### src/rtl/fetch_prefetch_queue.sv
// Instruction prefetch queue: sequential fetch address generation, single
// outstanding req/ack memory handshake, and a PC-tagged FIFO feeding IF/ID.
module fetch_prefetch_queue #(
   parameter int          DEPTH    = 4,
   parameter logic [31:0] RESET_PC = 32'h0000_0000
) (
   input  logic        clk,
   input  logic        rst,
   input  logic        redirect,
   input  logic [31:0] redirect_pc,
   input  logic        hold,
   output logic        mem_req,
   output logic [31:0] mem_addr,
   input  logic        mem_ack,
   input  logic [31:0] mem_rdata,
   output logic        inst_valid,
   output logic [31:0] inst_out,
   output logic [31:0] inst_pc
);

   localparam int PTR_W = $clog2(DEPTH);
   localparam int CNT_W = PTR_W + 1;
   localparam logic [CNT_W-1:0] FULL_CNT = CNT_W'(DEPTH);

   typedef enum logic [1:0] {
      IDLE = 2'd0,
      REQ  = 2'd1,
      DROP = 2'd2
   } state_t;

   state_t             state_q, state_d;
   logic [31:0]        fetch_pc_q, fetch_pc_d;
   logic               mem_req_q, mem_req_d;
   logic [31:0]        mem_addr_q, mem_addr_d;
   logic [PTR_W-1:0]   wr_ptr_q, rd_ptr_q;
   logic [CNT_W-1:0]   count_q;
   logic [CNT_W-1:0]   count_after_pop;
   logic [CNT_W-1:0]   count_after_push_pop;

   logic [31:0]        fifo_pc_mem   [DEPTH];
   logic [31:0]        fifo_inst_mem [DEPTH];

   logic               pop;
   logic               push;
   logic               flush;

   // A pop needs a live head, no stall, and no redirect killing the head.
   assign inst_valid = (count_q != '0);
   assign pop        = inst_valid && !hold && !redirect;

   // Occupancy seen by the request decision once this cycle's traffic lands.
   assign count_after_pop      = count_q - CNT_W'(pop);
   assign count_after_push_pop = count_q + CNT_W'(1) - CNT_W'(pop);

   assign inst_out = inst_valid ? fifo_inst_mem[rd_ptr_q] : 32'h0;
   assign inst_pc  = inst_valid ? fifo_pc_mem[rd_ptr_q]   : 32'h0;
   assign mem_req  = mem_req_q;
   assign mem_addr = mem_addr_q;

   // Next-state and handshake decisions; redirect outranks push and pop.
   always_comb begin
      state_d    = state_q;
      fetch_pc_d = fetch_pc_q;
      mem_req_d  = mem_req_q;
      mem_addr_d = mem_addr_q;
      push       = 1'b0;
      flush      = 1'b0;
      case (state_q)
         IDLE: begin
            if (redirect) begin
               flush      = 1'b1;
               fetch_pc_d = redirect_pc;
            end else if (count_after_pop < FULL_CNT) begin
               state_d    = REQ;
               mem_req_d  = 1'b1;
               mem_addr_d = fetch_pc_q;
            end
         end
         REQ: begin
            if (redirect) begin
               flush      = 1'b1;
               fetch_pc_d = redirect_pc;
               if (mem_ack) begin
                  state_d   = IDLE;
                  mem_req_d = 1'b0;
               end else begin
                  // The request cannot be withdrawn; wait out its ack.
                  state_d   = DROP;
               end
            end else if (mem_ack) begin
               push       = 1'b1;
               fetch_pc_d = mem_addr_q + 32'd4;
               if (count_after_push_pop < FULL_CNT) begin
                  mem_addr_d = mem_addr_q + 32'd4;
               end else begin
                  state_d   = IDLE;
                  mem_req_d = 1'b0;
               end
            end
         end
         DROP: begin
            if (redirect) begin
               flush      = 1'b1;
               fetch_pc_d = redirect_pc;
            end
            if (mem_ack) begin
               state_d   = IDLE;
               mem_req_d = 1'b0;
            end
         end
         default: begin
            state_d   = IDLE;
            mem_req_d = 1'b0;
         end
      endcase
   end

   // Control registers, pointers and occupancy.
   always_ff @(posedge clk or posedge rst) begin
      if (rst) begin
         state_q    <= IDLE;
         fetch_pc_q <= RESET_PC;
         mem_req_q  <= 1'b0;
         mem_addr_q <= 32'h0;
         wr_ptr_q   <= '0;
         rd_ptr_q   <= '0;
         count_q    <= '0;
      end else begin
         state_q    <= state_d;
         fetch_pc_q <= fetch_pc_d;
         mem_req_q  <= mem_req_d;
         mem_addr_q <= mem_addr_d;
         if (flush) begin
            wr_ptr_q <= '0;
            rd_ptr_q <= '0;
            count_q  <= '0;
         end else begin
            if (push) wr_ptr_q <= wr_ptr_q + PTR_W'(1);
            if (pop)  rd_ptr_q <= rd_ptr_q + PTR_W'(1);
            count_q <= count_q + CNT_W'(push) - CNT_W'(pop);
         end
      end
   end

   // FIFO storage; contents are don't-care until count marks them live.
   always_ff @(posedge clk) begin
      if (push) begin
         fifo_pc_mem[wr_ptr_q]   <= mem_addr_q;
         fifo_inst_mem[wr_ptr_q] <= mem_rdata;
      end
   end

endmodule

### config.mk
export PLATFORM = sky130hd
export DESIGN_NAME = fetch_prefetch_queue
export DESIGN_NICKNAME = d
export VERILOG_FILES = /design/src/rtl/fetch_prefetch_queue.sv
export SDC_FILE = /design/constraint.sdc
export NUM_CORES = 1
export LEC_CHECK = 0
export CAP_MARGIN = 10
export CORE_MARGIN = 2
export CORE_UTILIZATION = 60
export DETAILED_ROUTE_END_ITERATION = 8
export PLACE_DENSITY = 0.89
export SLEW_MARGIN = 10
export SYNTH_ARGS = -nofsm -noshare
export SYNTH_HDL_FRONTEND = slang
export SYNTH_SLANG_ARGS = --single-unit
### constraint.sdc
create_clock -name clk -period 6.85 [get_ports clk]
set_input_delay 1.37 -clock clk [delete_from_list [all_inputs] [get_ports clk]]
set_output_delay 1.37 -clock clk [all_outputs]
set_load 0.005 [all_outputs]
Word level (Yosys, flattened, before mapping) --
Memories as Yosys holds them, arrays and structs flattened. Cells that the tools add are included.
Storage, ports and cells: bits in registers 74, memory bits (writable) 256, input bits 69, output and inout bits 98, word-level logic and storage cells 85, memories kept 2
Memories:
- fifo_inst_mem | depth 4, bits a word 32, rd ports 1, clocked after memory_dff 0, write ports 1, RTL line 41 | logic [31:0] fifo_inst_mem [DEPTH];
- fifo_pc_mem | depth 4, bits a word 32, rd ports 1, clocked after memory_dff 0, write ports 1, RTL line 40 | logic [31:0] fifo_pc_mem [DEPTH];
Cells by class: add/sub/neg operators 8, magnitude comparators 2, eq/ne operators 11, mux-type cells 39, reductions and logical operators 16
Operator list (count):
- $mux W32 | 10
- $pmux W32 S2 | 2
- $add A32 B3 Y32 const B | 1
- $mux W2 | 11
- $mux W1 | 13
- $ne A2 B2 Y1 const B | 6
- $sub A3 B1 Y3 | 3
- $reduce_bool A2 Y1 | 4
- $lt A3 B3 Y1 const B | 2
- $ne A3 B3 Y1 const B | 2
- $pmux W2 S3 | 1
- $reduce_and A6 Y1 | 1
- $reduce_and A5 Y1 | 1
- $add A2 B1 Y2 const B | 2
- $reduce_and A4 Y1 | 1
- $add A3 B1 Y3 | 1
- $add A3 B1 Y3 const B | 1
- $mux W3 | 1
- $pmux W1 S3 | 1
- $reduce_and A3 Y1 | 1
- $reduce_bool A3 Y1 | 1
- $reduce_or A3 Y1 | 1
- $eq A2 B1 Y1 const B | 1
- $eq A2 B2 Y1 const B | 1
- other kinds (5) | 7

Logic depth before layout (Yosys ltp) --
Gate-level depths: netlist of run 1.
word-level depth 9, mapped depth 12, mapped depth without buffers 10

Worst setup path after synthesis of run 1 --
OpenSTA, ideal clock, no wires.
path kind input to register, from in redirect, to mem fifo_inst_mem[1][0], enable pin, library setup time 0.429 ns, arrival time 3.932 ns, required time 6.421 ns, slack 2.489 ns, cell stages on the path 5, path buffers 3, cells stage by stage clkbuf_1 > o21a_1 > clkbuf_1 > clkbuf_1 > and3_1
Between the ends: word-level cells in the longest chain between the ends 4
Ends and longest elaborated chain:
- start: declaration | RTL line 9 | input logic redirect,
- $mux W1 | RTL line 80 | if (redirect) begin
- $mux W1 | RTL line 68 | case (state_q)
- $mux W1 | RTL line 147 | if (push) begin
- $mux W1 (implied by the code) | RTL line 149 | fifo_inst_mem[wr_ptr_q] <= mem_rdata;
- end: declaration | RTL line 41
Every way passes these cells.

Final worst setup path of run 1 --
from reg rd_ptr_q[0], to out inst_pc[11]
Between the ends: word-level cells in the longest chain between the ends 2
Ends and longest elaborated chain:
- start: declaration | RTL line 35 | logic [PTR_W-1:0] wr_ptr_q, rd_ptr_q;
- start signal: assignment | RTL line 139 | if (pop) rd_ptr_q <= rd_ptr_q + PTR_W'(1);
- $mem_v2 Z4 W32
- $mux W32 | RTL line 56 | assign inst_pc = inst_valid ? fifo_pc_mem[rd_ptr_q] : 32'h0;
- end: declaration | RTL line 18 | output logic [31:0] inst_pc
Every way passes these cells.

==> metrics.csv, run 1 <==
stage;metric;value;unit
outcome;outcome;finished clean;
logic_synthesis;synth_top_area_frac;0.553;
final_layout;final_nets;1115;
floorplan;dieArea;24400;um^2
logic_synthesis;synth_edf_count;256;
grt;grt_util_met2;0.426;
critical_path;crit_buf_inv;2;
timing;finClkSkew;0.0137;ns
final_layout;drive_gt1_frac;0.134;
clock_tree;ctsHtreeMaxLevel;1;
critical_path;cp_max_fo;48;
timing;rsz0062_at_grt;false;
timing;hold_violations;0;
drt;num_vias;8396;
drt;antenna_left;0;
placement;place_area;15800;um^2
clock_tree;clk_latency;0.55;ns
placement;port_buffers;166;
final_layout;areaGrowthSynthToFinish;21.0;%
clock_tree;cts_buffers;31;
placement;pre_cts_ws;2.48;ns
grt;met3_usage;0.0519;
final_layout;fillerInstances;1306;
timing;period_share;0.685;
floorplan;rows;55;
min_path;hold_path_class;flop to flop;
critical_path;cp_cell_sequence;buf_4, mux4_2, and2_1, clkdlybuf4s50_1;
drt;drt_first_pass_iters;5;
final_layout;final-instance-count-excl-fill;1349;
timing;fin_ws;2.16;ns
logic_synthesis;dominantRegCellSynth;edfxtp_1;
logic_synthesis;syn_area_per_cell;15.7;um^2
logic_synthesis;syn_area;13900;um^2
timing;period_needed;4.69;ns
floorplan;fp.coreArea;22700;um^2
grt;grt_antenna_before_repair;2;
grt;met1_usage;0.354;
final_layout;final_common_cell;edfxtp_1;
drt;vias_per_cell;6.22;
final_layout;final_cell_mix;edfxtp_1 (256), clkdlybuf4s50_1 (166), dfrtp_1 (72), and2_1 (66), mux4_2 (64);
clock_tree;cts_resized;0;
logic_synthesis;synth_async_sr_flop_share;0.224;
clock_tree;cts_tree;done;
floorplan;ios;167;
critical_path;endpoint_kind;output port;
grt;grt_max_degree;75;
critical_path;crit_type;flop to output port;
clock_tree;clockRootBuffer;clkbuf_16;
grt;top_usage_layer;met2;
logic_synthesis;synthesis.nets;963;
power;ir_drop;0.213;mV
grt;grt_pass1_wl;48.0;mm
critical_path;start_kind;flop;
drt;drt_iter0_drc;900;
logic_synthesis;yosysWarningCount;0;
job;cap_violations;0;
floorplan;die_x;156;um
placement;gp_congestion;0.843;
grt;grt-ovfl-total;0;
critical_path;worstPathRequired;5.48;ns
logic_synthesis;yosys.area.top_type;edfxtp_1;
placement;dp_hpwl;18.1;mm
critical_path;critical-path-top-delay-family;flip-flops;
logic_synthesis;ys_seq_area_frac;0.687;
clock_tree;cts.path.max_buffers;3;
timing;maxSlewViolCount;0;
timing;slew-limit-headroom;0.313;
clock_tree;path_clk_slew;0.07;ns
timing;fmax;213;MHz
floorplan;die_h;156;um
critical_path;crit_path_max_incr_delay;1.07;ns
timing;worst_slew_pin_slew;1.03;ns
placement;dp_cells;1290;
grt;grt_usage;0.258;
power;leakage;0.00565;uW
timing;setup_viol;0;
clock_tree;clock_sinks;330;
timing;finalSetupTns;0;ns
drt;wl_per_cell;23.1;um
grt;grt_pass1_vias;8537;
clock_tree;cts_setup_buffers;0;
floorplan;start_util;0.612;
drt;drt-total-wl;31.2;mm
logic_synthesis;synthTopCellsByArea;edfxtp_1 (55%), dfrtp_1 (13%), mux4_2 (10%);
clock_tree;hold_buffers;0;
logic_synthesis;netlist_instances;887;
logic_synthesis;synth_cell_type_count;53;
critical_path;cp_slowest_cell;dfrtp_4;
final_layout;finish.instance_area;16800;um^2
power;cellPowerDensity;362;nW/um^2
logic_synthesis;ys_ff_latch;330;
drt;drc_errors;0;
critical_path;cp.arrival;3.32;ns
-- worst paths after layout --
path | start | endpoint | slack [ns] | depth (start not counted)
worst max-delay path | rd_ptr_q[0]$_DFFE_PP0P_ | inst_pc[11] | 2.16 | 4
worst min-delay path | fetch_pc_q[12]$_DFFE_PP0P_ | fetch_pc_q[12]$_DFFE_PP0P_ | 0.48 | 2
worst max register to register | state_q[1]$_DFFE_PP0P_ | fifo_pc_mem[0][31]$_DFFE_PP_ | 3.70 | 3
worst min register to register | fetch_pc_q[12]$_DFFE_PP0P_ | fetch_pc_q[12]$_DFFE_PP0P_ | 0.48 | 2
max in group asynchronous | rst | rd_ptr_q[1]$_DFFE_PP0P_ | 4.68 | 3
min in group asynchronous | rst | mem_addr[2]$_DFFE_PP0P_ | 1.45 | 3
-- through the flow --
step	utilization	power, uW	hold WS (ns)
3_3_place_gp	0.694	4350	0.456
5_1_grt	0.740	6360	0.511
2_1_floorplan	-	3560	0.445
4_1_cts	0.739	6110	0.482
6_report	0.740	6090	0.482
3_5_place_dp	0.694	4420	0.468
-- routing by layer --
metal / up-vias / part of all wire
met5: - / 0.00042
met4: 2 / 0.022
met3: 54 / 0.088
met2: 420 / 0.49
met1: 4196 / 0.40
li1: 3724 / -
-- kinds of logic (layout without fill, tap and decap cells) --
family / after synthesis / count (layout) / synth area share
AO/OA/AOI/OAI: 157 / 157 / 0.0728
XOR/XNOR: 31 / 31 / 0.0195
adder cells (fa/ha/maj): 7 / 7 / 0.00684
buffers and inverters: 62 / 238 / 0.0188
flip-flops: 330 / 330 / 0.687
multiplexers: 72 / 72 / 0.110
other: 0 / 1 / 0
AND/OR/NAND/NOR: 228 / 228 / 0.0857
-- state kept, by name (all words and copies together) (netlist names) --
signal         count
state_q            2
count_q            3
mem_addr          32
mem_req            1
fetch_pc_q        32
fifo_pc_mem      128
wr_ptr_q           2
rd_ptr_q           2
fifo_inst_mem    128
-- cell type report --
cell class	count	area, um^2	share of cell area
Tap cell	285	357	0.0212
Clock buffer	43	912	0.0543
Clock inverter	14	109	0.00648
Antenna cell	1	2.50	0.000149
Multi-Input combinational cell	495	4130	0.245
Timing Repair Buffer	174	1730	0.103
Inverter	7	26.3	0.00156
Sequential cell	330	9550	0.568
-- where the power goes --
group | leakage (uW) | internal, uW | switching, uW
registers | 0.00320 | 2470 | 387
logic | 0.00194 | 888 | 658
clock network | 0.000503 | 968 | 716
total | 0.00565 | 4330 | 1760
-- synth_stat cells, drive strengths merged (14+ instances only) --
cell type / n
nor3: 14
clkbuf: 38
nand2: 52
and2: 67
a32oi: 14
edfxtp: 256
mux4: 64
buf: 17
xnor2: 20
a21oi: 20
nor2: 47
dfrtp: 74
o21ai: 63
a31oi: 14
-- worst register-to-register path: stages (launching register included) --
cell     delay, ns
dfrtp_1       0.51
nand2_1       0.57
o21a_1        0.64
and3_4        1.01
Power figures use the tool's default switching activity.
==> inputs of run 2 (changes only) <==
Settings changed: CORE_UTILIZATION 60 to 56, PLACE_DENSITY 0.89 to 0.84.
Clock period 6.85 ns to 4.77 ns, I/O delays scaled along.
==> run 2 against run 1 <==
  * Clock power is 58% higher
  * Cell area increased by 1.6%
  * Critical path depth did not move
  * Via count grew 1.5%
  * Cell count rose by 3.9%
  * Sequential cell count unchanged
  * Largest power group unchanged
==> metrics.csv, run 2 (synthesis results as in run 1) <==
stage;metric;value;unit;change
critical_path;critical-path-top-delay-family;flip-flops;;
critical_path;crit_cells;4;;unchanged
placement;dp_cells;1341;;+4.0%
clock_tree;clock_sinks;330;;unchanged
drt;num_vias;8523;;+1.5%
critical_path;worstPathRequired;3.82;ns;-1.66 ns
min_path;min_path_cells;2;;unchanged
final_layout;final_nets;1129;;+1.3%
drt;vias_per_cell;6.08;;-2.3%
grt;grt_antenna_before_repair;0;;-2
timing;period_share;0.832;;
final_layout;fillerInstances;1519;;+16%
placement;port_buffers;166;;unchanged
critical_path;crit_path_max_incr_delay;0.90;ns;-0.17 ns
timing;period_needed;3.97;ns;
power;cellPowerDensity;528;nW/um^2;+46%
final_layout;areaGrowthSynthToFinish;22.9;%;
floorplan;die_x;162;um;+3.4%
clock_tree;ctsHtreeMaxLevel;2;;+1
clock_tree;clk_latency;0.51;ns;-0.04 ns
power;pwr-share-seq;0.457;;-0.013
timing;finalSetupTns;0;ns;unchanged
final_layout;final_common_cell;edfxtp_1;;
floorplan;die_h;162;um;+3.4%
critical_path;cp_max_fo;36;;-25%
grt;grt-ovfl-total;0;;unchanged
final_layout;diodes;0;;-1
clock_tree;cts_tree;done;;
grt;grt_max_degree;66;;-12%
critical_path;cp_cell_sequence;buf_4, mux4_2, and2_1, clkdlybuf4s50_1;;
power;power_switching_share;0.285;;-0.00440
floorplan;rows;57;;+3.6%
power;combPwrFrac;0.248;;-0.006
clock_tree;cts_resized;0;;unchanged
timing;worst_slew_pin_slew;1.10;ns;+0.0665 ns
placement;gp_congestion;0.852;;+1.1%
grt;grt_usage;0.244;;-0.0144
timing;slew-limit-headroom;0.269;;-0.0444
placement;pre_cts_ws;1.11;ns;-1.38 ns
final_layout;final-instance-count-excl-fill;1401;;+3.9%
power;finalPower;9020;uW;+48%
power;intPower;6450;uW;+49%
power;p_switching;2570;uW;+46%
floorplan;ios;167;;unchanged
critical_path;endpoint_kind;output port;;
drt;drc_errors;0;;unchanged
critical_path;start_kind;flop;;
grt;grt_pass1_wl;48.7;mm;+1.6%
critical_path;cp.arrival;3.01;ns;-0.31 ns
floorplan;start_util;0.571;;-0.0405
grt;grt_pass1_vias;8577;;+0.47%
drt;drt_first_pass_iters;5;;unchanged
clock_tree;cts.path.max_buffers;3;;unchanged
drt;drt-total-wl;31.3;mm;+0.49%
critical_path;cp_slowest_cell;dfrtp_4;;
power;ir_drop;0.265;mV;+24%
clock_tree;cts_setup_buffers;0;;unchanged
min_path;hold_path_class;flop to flop;;
placement;dp_hpwl;19.3;mm;+6.3%
timing;fin_ws;0.802;ns;-1.35 ns
final_layout;final_cell_mix;edfxtp_1 (256), clkdlybuf4s50_1 (166), dfrtp_1 (72), and2_1 (66), mux4_2 (64);;
timing;finClkSkew;0.0118;ns;-0.00189 ns
drt;drt_iter0_drc;765;;-15%
clock_tree;path_clk_slew;0.06;ns;about the same
floorplan;dieArea;26100;um^2;+7.0%
drt;antenna_left;0;;unchanged
final_layout;utilization;0.702;;-0.0381
timing;rsz0062_at_grt;false;;
timing;setup_viol;0;;unchanged
timing;hold_violations;0;;unchanged
timing;fmax;252;MHz;
clock_tree;clockRootBuffer;clkbuf_16;;
timing;maxSlewViolCount;0;;unchanged
floorplan;fp.coreArea;24300;um^2;+7.1%
clock_tree;cts_buffers;34;;+9.7%
final_layout;reg_top3;fifo_inst_mem: 128 flops, fifo_pc_mem: 128 flops;;
power;clockPowerShare;0.294;;+0.017
clock_tree;hold_buffers;0;;unchanged
critical_path;crit_type;flop to output port;;
outcome;outcome;finished clean;;
critical_path;worstRegToRegCells;5;;+2
power;leakage;0.00576;uW;+2.0%
final_layout;drive_gt1_frac;0.139;;+0.00569
job;cap_violations;0;;unchanged
critical_path;crit_buf_inv;2;;unchanged
drt;wl_per_cell;22.3;um;-3.2%
run 2: worst register-to-register path: stages (launching register included):
cell	delay [ns]
dfrtp_1	0.52
nand2_1	0.61
o21a_1	0.24
buf_4	0.26
and3_4	0.60
buf_12	0.31
run 2: through the flow:
step / hold WS, ns / cell area (um^2)
floorplan: 0.445 / 13900
global placement: 0.460 / 16000
detailed placement: 0.469 / 16000
CTS: 0.482 / 17100
global route: 0.508 / 17100
finish: 0.481 / 17100
run 2: final timing paths:
check,to,slack [ns],startpoint
worst max-delay path,inst_out[22],0.80,rd_ptr_q[0]$_DFFE_PP0P_
worst min-delay path,fetch_pc_q[22]$_DFFE_PP0P_,0.48,fetch_pc_q[22]$_DFFE_PP0P_
worst max register to register,fifo_inst_mem[2][24]$_DFFE_PP_,1.91,state_q[1]$_DFFE_PP0P_
worst min register to register,fetch_pc_q[22]$_DFFE_PP0P_,0.48,fetch_pc_q[22]$_DFFE_PP0P_
max in group asynchronous,mem_addr[1]$_DFFE_PP0P_,3.14,rst
min in group asynchronous,fetch_pc_q[18]$_DFFE_PP0P_,0.82,rst
run 2: power groups by stage:
stage / Combinational (uW) / Clock, uW / Sequential [uW]
after floorplan: 1190 / 0 / 3920
after global placement: 2190 / 0 / 4130
after detailed placement: 2230 / 0 / 4170
after CTS: 2260 / 2690 / 4120
after global routing: 2430 / 2800 / 4180
final: 2240 / 2660 / 4130
run 2: per-layer routing:
metal | share of wire | vias up | track usage
met2 | 0.49 | 382 | 0.398
met4 | 0.024 | 0 | 0.0779
met3 | 0.076 | 60 | 0.0452
met5 | 0 | - | 0
li1 | - | 3761 | -
met1 | 0.41 | 4320 | 0.337
run 2: layout make-up:
cell class | instances | area (um^2) | area share
inverter | 7 | 26.3 | 0.00154
multi-input combinational | 495 | 4120 | 0.242
tap | 324 | 405 | 0.0237
timing repair buffer | 185 | 1850 | 0.109
clock buffer | 40 | 895 | 0.0524
sequential | 330 | 9550 | 0.559
clock inverter | 20 | 221 | 0.0130
==> inputs of run 3 (changes only) <==
Clock period 4.77 ns to 3.8 ns, I/O delays scaled along.
==> run 3 against run 2 <==
  * Critical endpoint is now inst_pc[7]
  * Sequential power increased by 23%
  * First-iteration DRC count decreased by 5.5%
  * Total power increased by 22%
  * Worst hold slack about the same
  * Worst setup slack got worse by 0.43 ns
  * Cell count increased by 0.86%
  * Routed wire length decreased by 3.8%
  * Clock skew increased by 0.0057 ns
  * Global-route usage decreased by 0.87 points
  * Highest routed layer unchanged
  * Die area unchanged
  * Non-clock buffer count increased by 11
==> metrics.csv, run 3 (synthesis results as in run 1) <==
stage;metric;value;unit;change
timing;period_share;0.902;;
grt;grt_pass1_wl;46.8;mm;-3.9%
floorplan;ios;167;;unchanged
grt;grt_antenna_before_repair;0;;unchanged
power;finalPower;11000;uW;+22%
drt;drc_errors;0;;unchanged
placement;gp_congestion;0.835;;-2.0%
critical_path;crit_type;flop to output port;;
clock_tree;hold_buffers;0;;unchanged
grt;grt_max_degree;49;;-26%
drt;num_vias;8450;;-0.86%
grt;grt_usage;0.235;;-0.00871
timing;period_needed;3.43;ns;
critical_path;worstPathRequired;3.04;ns;-0.78 ns
clock_tree;cts_buffers;34;;unchanged
drt;vias_per_cell;5.98;;-1.7%
power;leakage;0.00579;uW;+0.48%
placement;port_buffers;166;;unchanged
outcome;outcome;finished clean;;
clock_tree;clk_latency;0.51;ns;about the same
timing;rsz0062_at_grt;false;;
power;ir_drop;0.377;mV;+42%
floorplan;dieArea;26100;um^2;unchanged
job;cap_violations;0;;unchanged
timing;fmax;292;MHz;
final_layout;final_cell_mix;edfxtp_1 (256), clkdlybuf4s50_1 (166), dfrtp_1 (72), and2_1 (66), mux4_2 (64);;
timing;setup_viol;0;;unchanged
floorplan;start_util;0.571;;unchanged
final_layout;areaGrowthSynthToFinish;23.6;%;
final_layout;reg_top3;fifo_inst_mem: 128 flops, fifo_pc_mem: 128 flops;;
final_layout;final_nets;1140;;+0.97%
critical_path;cp_max_fo;31;;-14%
clock_tree;path_clk_slew;0.06;ns;about the same
power;p_switching;3110;uW;+21%
critical_path;worstReg2RegEnd;mem_addr[29]$_DFFE_PP0P_;;
grt;grt_pass1_vias;8394;;-2.1%
critical_path;start_kind;flop;;
clock_tree;cts_setup_buffers;0;;unchanged
timing;slew-limit-headroom;0.273;;+0.00414
drt;drt_iter0_drc;723;;-5.5%
critical_path;worstRegToRegCells;5;;unchanged
timing;finClkSkew;0.0176;ns;+0.00572 ns
critical_path;critPathCapture;inst_pc[7];;
placement;dp_hpwl;18.9;mm;-1.7%
clock_tree;cts_resized;0;;unchanged
timing;worst_slew_pin_slew;1.09;ns;-0.00621 ns
critical_path;cp.arrival;2.67;ns;-0.34 ns
timing;hold_violations;0;;unchanged
power;intPower;7900;uW;+22%
final_layout;diodes;0;;unchanged
clock_tree;clockRootBuffer;clkbuf_16;;
timing;finalSetupTns;0;ns;unchanged
power;cellPowerDensity;641;nW/um^2;+21%
drt;antenna_left;0;;unchanged
clock_tree;ctsHtreeMaxLevel;2;;unchanged
floorplan;die_h;162;um;unchanged
grt;grt-ovfl-total;0;;unchanged
final_layout;drive_gt1_frac;0.142;;+0.00306
clock_tree;cts_tree;done;;
floorplan;rows;57;;unchanged
critical_path;r2r_slack;1.22;ns;-0.69 ns
drt;wl_per_cell;21.3;um;-4.6%
critical_path;r2r_start;mem_addr[13]$_DFFE_PP0P_;;
clock_tree;cts.path.max_buffers;3;;unchanged
min_path;min_path_cells;2;;unchanged
power;combPwrFrac;0.263;;+0.015
critical_path;endpoint_kind;output port;;
floorplan;fp.coreArea;24300;um^2;unchanged
min_path;hold_path_class;flop to flop;;
drt;drt_first_pass_iters;5;;unchanged
power;pwr-share-seq;0.459;;+0.002
timing;maxSlewViolCount;0;;unchanged
drt;drt-total-wl;30.1;mm;-3.8%
floorplan;die_x;162;um;unchanged
power;clockPowerShare;0.278;;-0.016
power;power_switching_share;0.282;;-0.00238
critical_path;startpoint;rd_ptr_q[0]$_DFFE_PP0P_;;
final_layout;utilization;0.706;;+0.00396
final_layout;final_common_cell;edfxtp_1;;
clock_tree;clock_sinks;330;;unchanged
-- run 3: cell types whose count changed in the layout (fill, tap and decap cells not counted), sizes merged --
cell and change:
clkbuf +9, clkinv -3, buf +11, bufinv -5, inv -1, clkinvlp +1
-- run 3: worst min-delay path by stage --
stage,from,to
2_1_floorplan,fetch_pc_q[12]$_DFFE_PP0P_,fetch_pc_q[12]$_DFFE_PP0P_
3_3_place_gp,fetch_pc_q[5]$_DFFE_PP0P_,fetch_pc_q[5]$_DFFE_PP0P_
3_5_place_dp,fetch_pc_q[5]$_DFFE_PP0P_,fetch_pc_q[5]$_DFFE_PP0P_
4_1_cts,fetch_pc_q[7]$_DFFE_PP0P_,fetch_pc_q[7]$_DFFE_PP0P_
5_1_grt,fetch_pc_q[11]$_DFFE_PP0P_,fetch_pc_q[11]$_DFFE_PP0P_
6_report,fetch_pc_q[4]$_DFFE_PP0P_,fetch_pc_q[4]$_DFFE_PP0P_
-- run 3: power groups by stage --
stage	registers [uW]	clock network, uW	logic [uW]
after floorplan	4920	0	1500
after global placement	5090	0	2850
after detailed placement	5130	0	2910
after CTS	5060	3110	2930
after global routing	5130	3260	3170
final	5060	3060	2900
-- run 3: worst max-delay path, stage by stage, from the launching register on --
cell and delay (ns):
dfrtp_4 0.65, buf_12 0.31, mux4_2 0.56, and2_1 0.18, clkdlybuf4s50_1 0.45
-- run 3: per-layer routing --
metal / GRT usage / routed length [um]
met1: 0.328 / 12000
met2: 0.388 / 15100
met3: 0.0406 / 2310
met4: 0.0666 / 749
met5: 0 / 0
-- run 3: layout make-up --
type / instances / area (um^2)
fillers: 1559 / 7150
flip-flops and latches: 330 / 9550
clock inverters: 12 / 58.8
clock buffers: 49 / 971
well taps: 324 / 405
inverters: 7 / 26.3
multi-input cells: 495 / 4120
repair buffers: 196 / 2040
-- run 3: per-stage QoR --
stage	hold slack, ns	std cells	instance area (um^2)	worst slack (ns)
6_report	0.481	1413	17200	0.374
2_1_floorplan	0.445	887	13900	0.0485
5_1_grt	0.504	1413	17200	0.225
3_3_place_gp	0.460	1352	16100	0.774
3_5_place_dp	0.469	1352	16100	0.716
4_1_cts	0.484	1413	17200	0.306
